File: config.mk
export PLATFORM = sky130hd
export DESIGN_NAME = gshare_update_scheduler
export DESIGN_NICKNAME = d
export VERILOG_FILES = /design/src/rtl/gshare_ctrl_pkg.sv /design/src/rtl/gshare_update_scheduler_upd_fifo.sv /design/src/rtl/gshare_update_scheduler.sv
export SDC_FILE = /design/constraint.sdc
export NUM_CORES = 1
export LEC_CHECK = 0
export ABC_CLOCK_PERIOD_IN_PS = 7100
export BUFFER_PORTS_ARGS = -buffer_cell sky130_fd_sc_hd__buf_2
export CORE_AREA = 2 2 165 126
export CTS_BUF_LIST = sky130_fd_sc_hd__clkbuf_2
export DETAILED_ROUTE_END_ITERATION = 6
export DIE_AREA = 0 0 167 128
export PLACE_DENSITY_LB_ADDON = 0.3
export SLEW_MARGIN = 20
export SYNTH_ARGS = -nofsm -noshare
export SYNTH_HDL_FRONTEND = slang
export SYNTH_HIERARCHICAL = 1
export SYNTH_SLANG_ARGS = --single-unit
export TNS_END_PERCENT = 10
File: constraint.sdc
create_clock -name clk -period 7.1 [get_ports clk]
set_input_delay 1.42 -clock clk [delete_from_list [all_inputs] [get_ports clk]]
set_output_delay 1.42 -clock clk [all_outputs]
set_load 0.05 [all_outputs]
File: src/rtl/gshare_ctrl_pkg.sv
// ----------------------------------------------------------------------------
// gshare_ctrl_pkg
// Shared definitions for the GShare predictor update path.
//   PC_BITS_DEFAULT : default branch PC width of a queued update
//   DEPTH_DEFAULT   : default number of update queue entries
//   upd_entry_t     : one queued update {pc, taken} at the default PC width
// ----------------------------------------------------------------------------
package gshare_ctrl_pkg;

  localparam int PC_BITS_DEFAULT = 32;
  localparam int DEPTH_DEFAULT   = 4;

  typedef struct packed {
    logic [PC_BITS_DEFAULT-1:0] pc;
    logic                       taken;
  } upd_entry_t;

endpackage : gshare_ctrl_pkg

File: src/rtl/gshare_update_scheduler_upd_fifo.sv
// ----------------------------------------------------------------------------
// upd_fifo
// Two-write / one-read circular buffer for resolved-branch updates.
// Owns the head/tail pointers, the entry count and the storage.
//   clk, rst      : clock, asynchronous active-high reset
//   clr           : synchronous clear of pointers and count (pipeline flush)
//   wr_a, data_a  : write the older entry at tail
//   wr_b, data_b  : write the younger entry after A (or at tail if A idle)
//   rd            : pop the head entry
//   rd_data       : current head entry
//   count         : registered number of valid entries, 0..DEPTH
// The caller guarantees there is room for every write issued.
// ----------------------------------------------------------------------------
module upd_fifo
  import gshare_ctrl_pkg::*;
#(
  parameter int  DEPTH   = DEPTH_DEFAULT,
  parameter type entry_t = upd_entry_t,
  localparam int PTR_W   = $clog2(DEPTH),
  localparam int CNT_W   = PTR_W + 1
) (
  input  logic             clk,
  input  logic             rst,
  input  logic             clr,
  input  logic             wr_a,
  input  entry_t           data_a,
  input  logic             wr_b,
  input  entry_t           data_b,
  input  logic             rd,
  output entry_t           rd_data,
  output logic [CNT_W-1:0] count
);

  logic [PTR_W-1:0] head;
  logic [PTR_W-1:0] tail;
  logic [PTR_W-1:0] tail_b;
  entry_t           mem [DEPTH];

  // B lands one slot past A when both are written, otherwise at tail.
  // DEPTH is a power of two, so pointer arithmetic wraps for free.
  assign tail_b  = wr_a ? tail + PTR_W'(1) : tail;
  assign rd_data = mem[head];

  // NOTE: sequential state uses non-blocking assignments so every flop
  // samples pre-edge values regardless of statement order.
  always_ff @(posedge clk or posedge rst) begin
    if (rst) begin
      head  <= '0;
      tail  <= '0;
      count <= '0;
      // NOTE: storage is reset (not just the pointers) because the head
      // entry drives the predictor PC/taken and must read as zero after reset.
      for (int i = 0; i < DEPTH; i++) mem[i] <= '0;
    end else if (clr) begin
      head  <= '0;
      tail  <= '0;
      count <= '0;
    end else begin
      if (wr_a) mem[tail]   <= data_a;
      if (wr_b) mem[tail_b] <= data_b;
      tail  <= tail + PTR_W'(wr_a) + PTR_W'(wr_b);
      if (rd) head <= head + PTR_W'(1);
      count <= count + CNT_W'(wr_a) + CNT_W'(wr_b) - CNT_W'(rd);
    end
  end

endmodule : upd_fifo

File: src/rtl/gshare_update_scheduler.sv
// ----------------------------------------------------------------------------
// gshare_update_scheduler
// Buffers resolved-branch predictor updates from two resolution slots and
// issues them one per cycle to the GShare single update port, preserving
// program order (slot A older than slot B).
//   clk, rst                    : clock, asynchronous active-high reset
//   valid_a/pc_a/taken_a/ready_a: older resolution slot, valid/ready handshake
//   valid_b/pc_b/taken_b/ready_b: younger resolution slot, valid/ready handshake
//   flush                       : drop queued and same-cycle updates
//   hold                        : predictor cannot take an update this cycle
//   upd_en/upd_pc/upd_taken     : predictor write enable, PC and direction
//   occupancy                   : registered queue entry count
// Optional build macro GSHARE_UPD_STATS_EN adds:
//   issued_cnt                  : number of upd_en cycles (wraps, not flushed)
//   stall_cnt                   : cycles with a valid slot refused (no flush)
// ----------------------------------------------------------------------------
module gshare_update_scheduler
  import gshare_ctrl_pkg::*;
#(
  parameter int  PC_BITS = PC_BITS_DEFAULT,
  parameter int  DEPTH   = DEPTH_DEFAULT,
  localparam int CNT_W   = $clog2(DEPTH) + 1
) (
  input  logic               clk,
  input  logic               rst,
  input  logic               valid_a,
  input  logic [PC_BITS-1:0] pc_a,
  input  logic               taken_a,
  output logic               ready_a,
  input  logic               valid_b,
  input  logic [PC_BITS-1:0] pc_b,
  input  logic               taken_b,
  output logic               ready_b,
  input  logic               flush,
  input  logic               hold,
  output logic               upd_en,
  output logic [PC_BITS-1:0] upd_pc,
  output logic               upd_taken,
`ifdef GSHARE_UPD_STATS_EN
  output logic [31:0]        issued_cnt,
  output logic [31:0]        stall_cnt,
`endif
  output logic [CNT_W-1:0]   occupancy
);

  typedef struct packed {
    logic [PC_BITS-1:0] pc;
    logic               taken;
  } entry_t;

  entry_t entry_a;
  entry_t entry_b;
  entry_t head_entry;
  logic   acc_a;
  logic   acc_b;

  // Readiness looks only at registered occupancy: a same-cycle dequeue
  // frees no room, which keeps ready off the predictor-hold timing path.
  assign ready_a = !flush && (occupancy <  CNT_W'(DEPTH));
  assign ready_b = !flush && (occupancy <= CNT_W'(DEPTH - 2));

  assign acc_a = valid_a && ready_a;
  assign acc_b = valid_b && ready_b;

  assign entry_a = '{pc: pc_a, taken: taken_a};
  assign entry_b = '{pc: pc_b, taken: taken_b};

  assign upd_en    = !flush && !hold && (occupancy != '0);
  assign upd_pc    = head_entry.pc;
  assign upd_taken = head_entry.taken;

  upd_fifo #(
    .DEPTH   (DEPTH),
    .entry_t (entry_t)
  ) u_fifo (
    .clk     (clk),
    .rst     (rst),
    .clr     (flush),
    .wr_a    (acc_a),
    .data_a  (entry_a),
    .wr_b    (acc_b),
    .data_b  (entry_b),
    .rd      (upd_en),
    .rd_data (head_entry),
    .count   (occupancy)
  );

`ifdef GSHARE_UPD_STATS_EN
  logic stalled;

  // ready is already low during flush, so flush must be masked explicitly.
  assign stalled = !flush && ((valid_a && !ready_a) || (valid_b && !ready_b));

  always_ff @(posedge clk or posedge rst) begin
    if (rst) begin
      issued_cnt <= '0;
      stall_cnt  <= '0;
    end else begin
      if (upd_en)  issued_cnt <= issued_cnt + 32'd1;
      if (stalled) stall_cnt  <= stall_cnt + 32'd1;
    end
  end
`endif

endmodule : gshare_update_scheduler

==> flow_summary.yaml <==
sta:
  finalHoldWorstSlack_ns: 0.564
  timing.final.setup_violations: 0
  finClkSkew_ns: 0.0211
  slew_violations: 0
  timing_worst_slew_pin_value_ns: 1.11
  final.setup.tns_ns: 0
  hold_viol_final: 0
  period_needed_ns: 4.25
  worst_slew_margin_rel_pct: 26.1
  timing.fmax_ghz: 0.235
  postLayoutSetupSlackWorst_ns: 2.85
  grt_setup_unrepaired: "no"
  post-route-period-util_pct: 59.9
setup_path:
  setup.worst_path.class: "in2out"
  critical_path.max_fanout: 47
  path_common_cell: "buf_2"
  nature_of_the_critical_path_endpoint: "output port"
  cell_by_cell_listing_of_the_critical_path: "buf_2 > buf_4 > nor3_1 > buf_2"
  cpPeakStageDelay_ns: 0.59
  critical_path_arrival_ns: 2.83
  slowest_stage: "nor3_1"
  worst_ep_required_time_ns: 5.68
  setup.worst_path.start_class: "primary input"
power:
  clock_power_share_pct: 13.5
  total_leakage_power_nw: 3.78
  cellPowerDensity_nw_per_um2: 410
  power.combinational.fraction_pct: 48.4
  power_frac_seq_pct: 38.1
  power_report.internal_total_mw: 1.98
  swShare_pct: 45.4
  max-vdd-ir-drop_mv: 0.268
  psw_mw: 1.64
drt:
  vias: 6626
  top_signal_layer_used: "met4"
  met3_length_um: 2390
  detail_route.first_pass.iterations: 5
  remaining_design_rule_violation_count: 0
  drt.antenna.violating_nets: 0
  wl_um: 24500
  wl_per_cell_um: 21.9
  vias_per_cell: 5.92
  drt_first_iter_violations: 672
  wl_met1_um: 11000
  total_length_of_routed_met2_wires_um: 10800
logic_synthesis:
  proportion_of_netlist_area_held_by_the_largest_area_contributor_pct: 44.6
  syn-num-nets: 857
  synthesis.area_per_instance_um2: 10.0
  mappedNetlistArea_um2: 7810
  synth.top_cells.by_area: "dfrtp_1 45%, o221ai_1 14%, mux4_2 9.5%"
  synth_async_sr_flop_share_pct: 100
  post_synth_inst_count: 777
  yosys.cell_types.count: 33
  ranking_of_synthesized_cells_by_instance_count: "139 x dfrtp_1, 138 x inv_1, 133 x nand3_1, 126 x o221ai_1, 41 x clkbuf_1"
  yosysWarningCount: 6
  ys_seq_area_share_pct: 44.6
  synth_most_common_cell: "dfrtp_1"
  synth-edff-count: 0
  synth-seq-cells: 139
  yosys_most_used_dff: "dfrtp_1"
  synth_top_area_cell: "dfrtp_1"
finish:
  area_growth_pct: 13.1
  sequential_standard_cell_area_um2: 3480
  post-route-util_pct: 44.4
  multi_input_comb_area_um2: 3530
  ratio_of_cells_with_drive_above_1_in_the_final_layout_pct: 24.6
  num_antenna_cells: 0
  net_count_of_the_finished_layout: 929
  final.fill_count: 1951
place:
  io_buffers: 110
  dp_worst_slack_ns: 2.54
  routabilityCongestion: 0.765
  post_detail_place_hpwl_um: 14300
global_routing:
  grt_util_all_layers_pct: 23.5
  grt_pass1_vias: 6545
  grt_max_degree: 84
  grt_overflow_total: 0
  number_of_antenna_violations_at_the_first_check_in_global_routing: 0
  grt_pass1_wl_um: 38700
cts:
  cts_hold_buf: 0
  clk_transition_reported_paths_ns: 0.20
  cts_buffers: 17
  tritoncts_num_sinks: 139
  maximum_clock_path_buffer_count: 2
  htree_num_levels: 4
  post_cts.repair.setup_buffers: 0
  clk_root_buffer_cell: "clkbuf_2"
  clock_tree_from_tritoncts: "built"
  postCtsResizedCells: 0
  clk-insertion-delay-late_ns: 0.72
worst_hold_path:
  timing.hold.worst.class: "reg2reg"
floorplan:
  pin_count: 111
  initial_cell_density_of_the_core_pct: 39.3
  num_rows: 45
  dieHeight_um: 128
  dieArea_um2: 21400
  fp.dieW_um: 167
  fp.coreArea_um2: 19900
status:
  run_status: "completed"
run:
  max_cap_viol_count: 0
-- kinds of logic after synthesis --
group | Yosys count | share of synthesized area (%)
AOI/OAI and AO/OA | 141 | 16.5
xor gates and xnor gates | 5 | 0.561
adders and majority gates | 8 | 1.57
buffers and inverters | 215 | 11.5
DFF | 139 | 44.6
muxes | 33 | 9.52
and+or+nand+nor | 236 | 15.8
-- registers in the layout, indices dropped and copies added (netlist names) --
| name | flops |
|---|---|
| u_fifo/tail | 2 |
| u_fifo/mem | 132 |
| u_fifo/head | 2 |
| u_fifo/count | 3 |
-- placed cells by master (no fill, tap or decap), types with 3 or more instances in the layout --
cell / netlist / routed
inv_1: 138 / 137
nor3_1: 3 / 3
clkinvlp_4: 0 / 5
buf_2: 26 / 110
nand4b_1: 3 / 3
nor2b_1: 35 / 34
ha_1: 5 / 5
clkbuf_2: 0 / 17
nor2_1: 7 / 7
dfrtp_1: 139 / 137
and2_1: 6 / 6
o221ai_2: 6 / 6
a31oi_4: 2 / 8
fa_1: 3 / 3
buf_4: 0 / 17
mux4_2: 33 / 33
xnor2_1: 3 / 3
nand3_1: 133 / 133
o221ai_1: 126 / 126
nand2_1: 38 / 38
bufinv_16: 0 / 3
clkinv_2: 0 / 4
-- through the flow --
step | cell area, µm² | power, mW | cells
2_1_floorplan | 7810 | 2.69 | 777
3_3_place_gp | 8530 | 3.08 | 1086
3_5_place_dp | 8530 | 3.12 | 1086
4_1_cts | 8770 | 3.60 | 1117
5_1_grt | 8830 | 3.85 | 1119
6_report | 8830 | 3.62 | 1119
-- layer usage --
metal,vias to the layer above,track usage [%]
met3,23,5.68
met4,0,4.87
met5,-,0
met2,340,34.6
met1,3295,35.4
li1,2968,-
-- worst max-delay path: cells and delay by family --
kind / cells / cell delay (ns)
buffers and inverters: 3 / 0.81
and+or+nand+nor: 1 / 0.59
-- final timing paths --
| check | end | slack [ns] | depth (start not counted) | startpoint |
|---|---|---|---|---|
| max | upd_en | 2.85 | 4 | flush |
| max in group asynchronous | u_fifo/head[1]$_DFFE_PP0P_ | 5.02 | 3 | rst |
| min | u_fifo/mem[83]$_DFFE_PP0N_ | 0.56 | 2 | u_fifo/mem[83]$_DFFE_PP0N_ |
| min in group asynchronous | u_fifo/mem[23]$_DFFE_PP0N_ | 0.78 | 2 | rst |
| min reg2reg | u_fifo/mem[83]$_DFFE_PP0N_ | 0.56 | 2 | u_fifo/mem[83]$_DFFE_PP0N_ |
| max reg2reg | u_fifo/mem[85]$_DFFE_PP0N_ | 3.55 | 6 | u_fifo/tail[0]$_DFF_PP0_ |
-- layout make-up --
| type | count | share of cell area, % |
|---|---|---|
| Multi-Input combinational cell | 423 | 39.9 |
| Sequential cell | 139 | 39.4 |
| Timing Repair Buffer | 129 | 8.30 |
| Inverter | 139 | 5.97 |
| Tap cell | 258 | 3.66 |
| Clock inverter | 14 | 1.76 |
| Clock buffer | 17 | 0.964 |
-- power by group through the flow --
| stage | Sequential (mW) | Combinational, mW | Clock [mW] |
|---|---|---|---|
| finish | 1.38 | 1.75 | 0.488 |
| global route | 1.43 | 1.88 | 0.537 |
| CTS | 1.37 | 1.73 | 0.500 |
| detailed placement | 1.39 | 1.72 | 0 |
| global placement | 1.38 | 1.70 | 0 |
| floorplan | 1.33 | 1.35 | 0 |
Power figures use the tool's default switching activity.
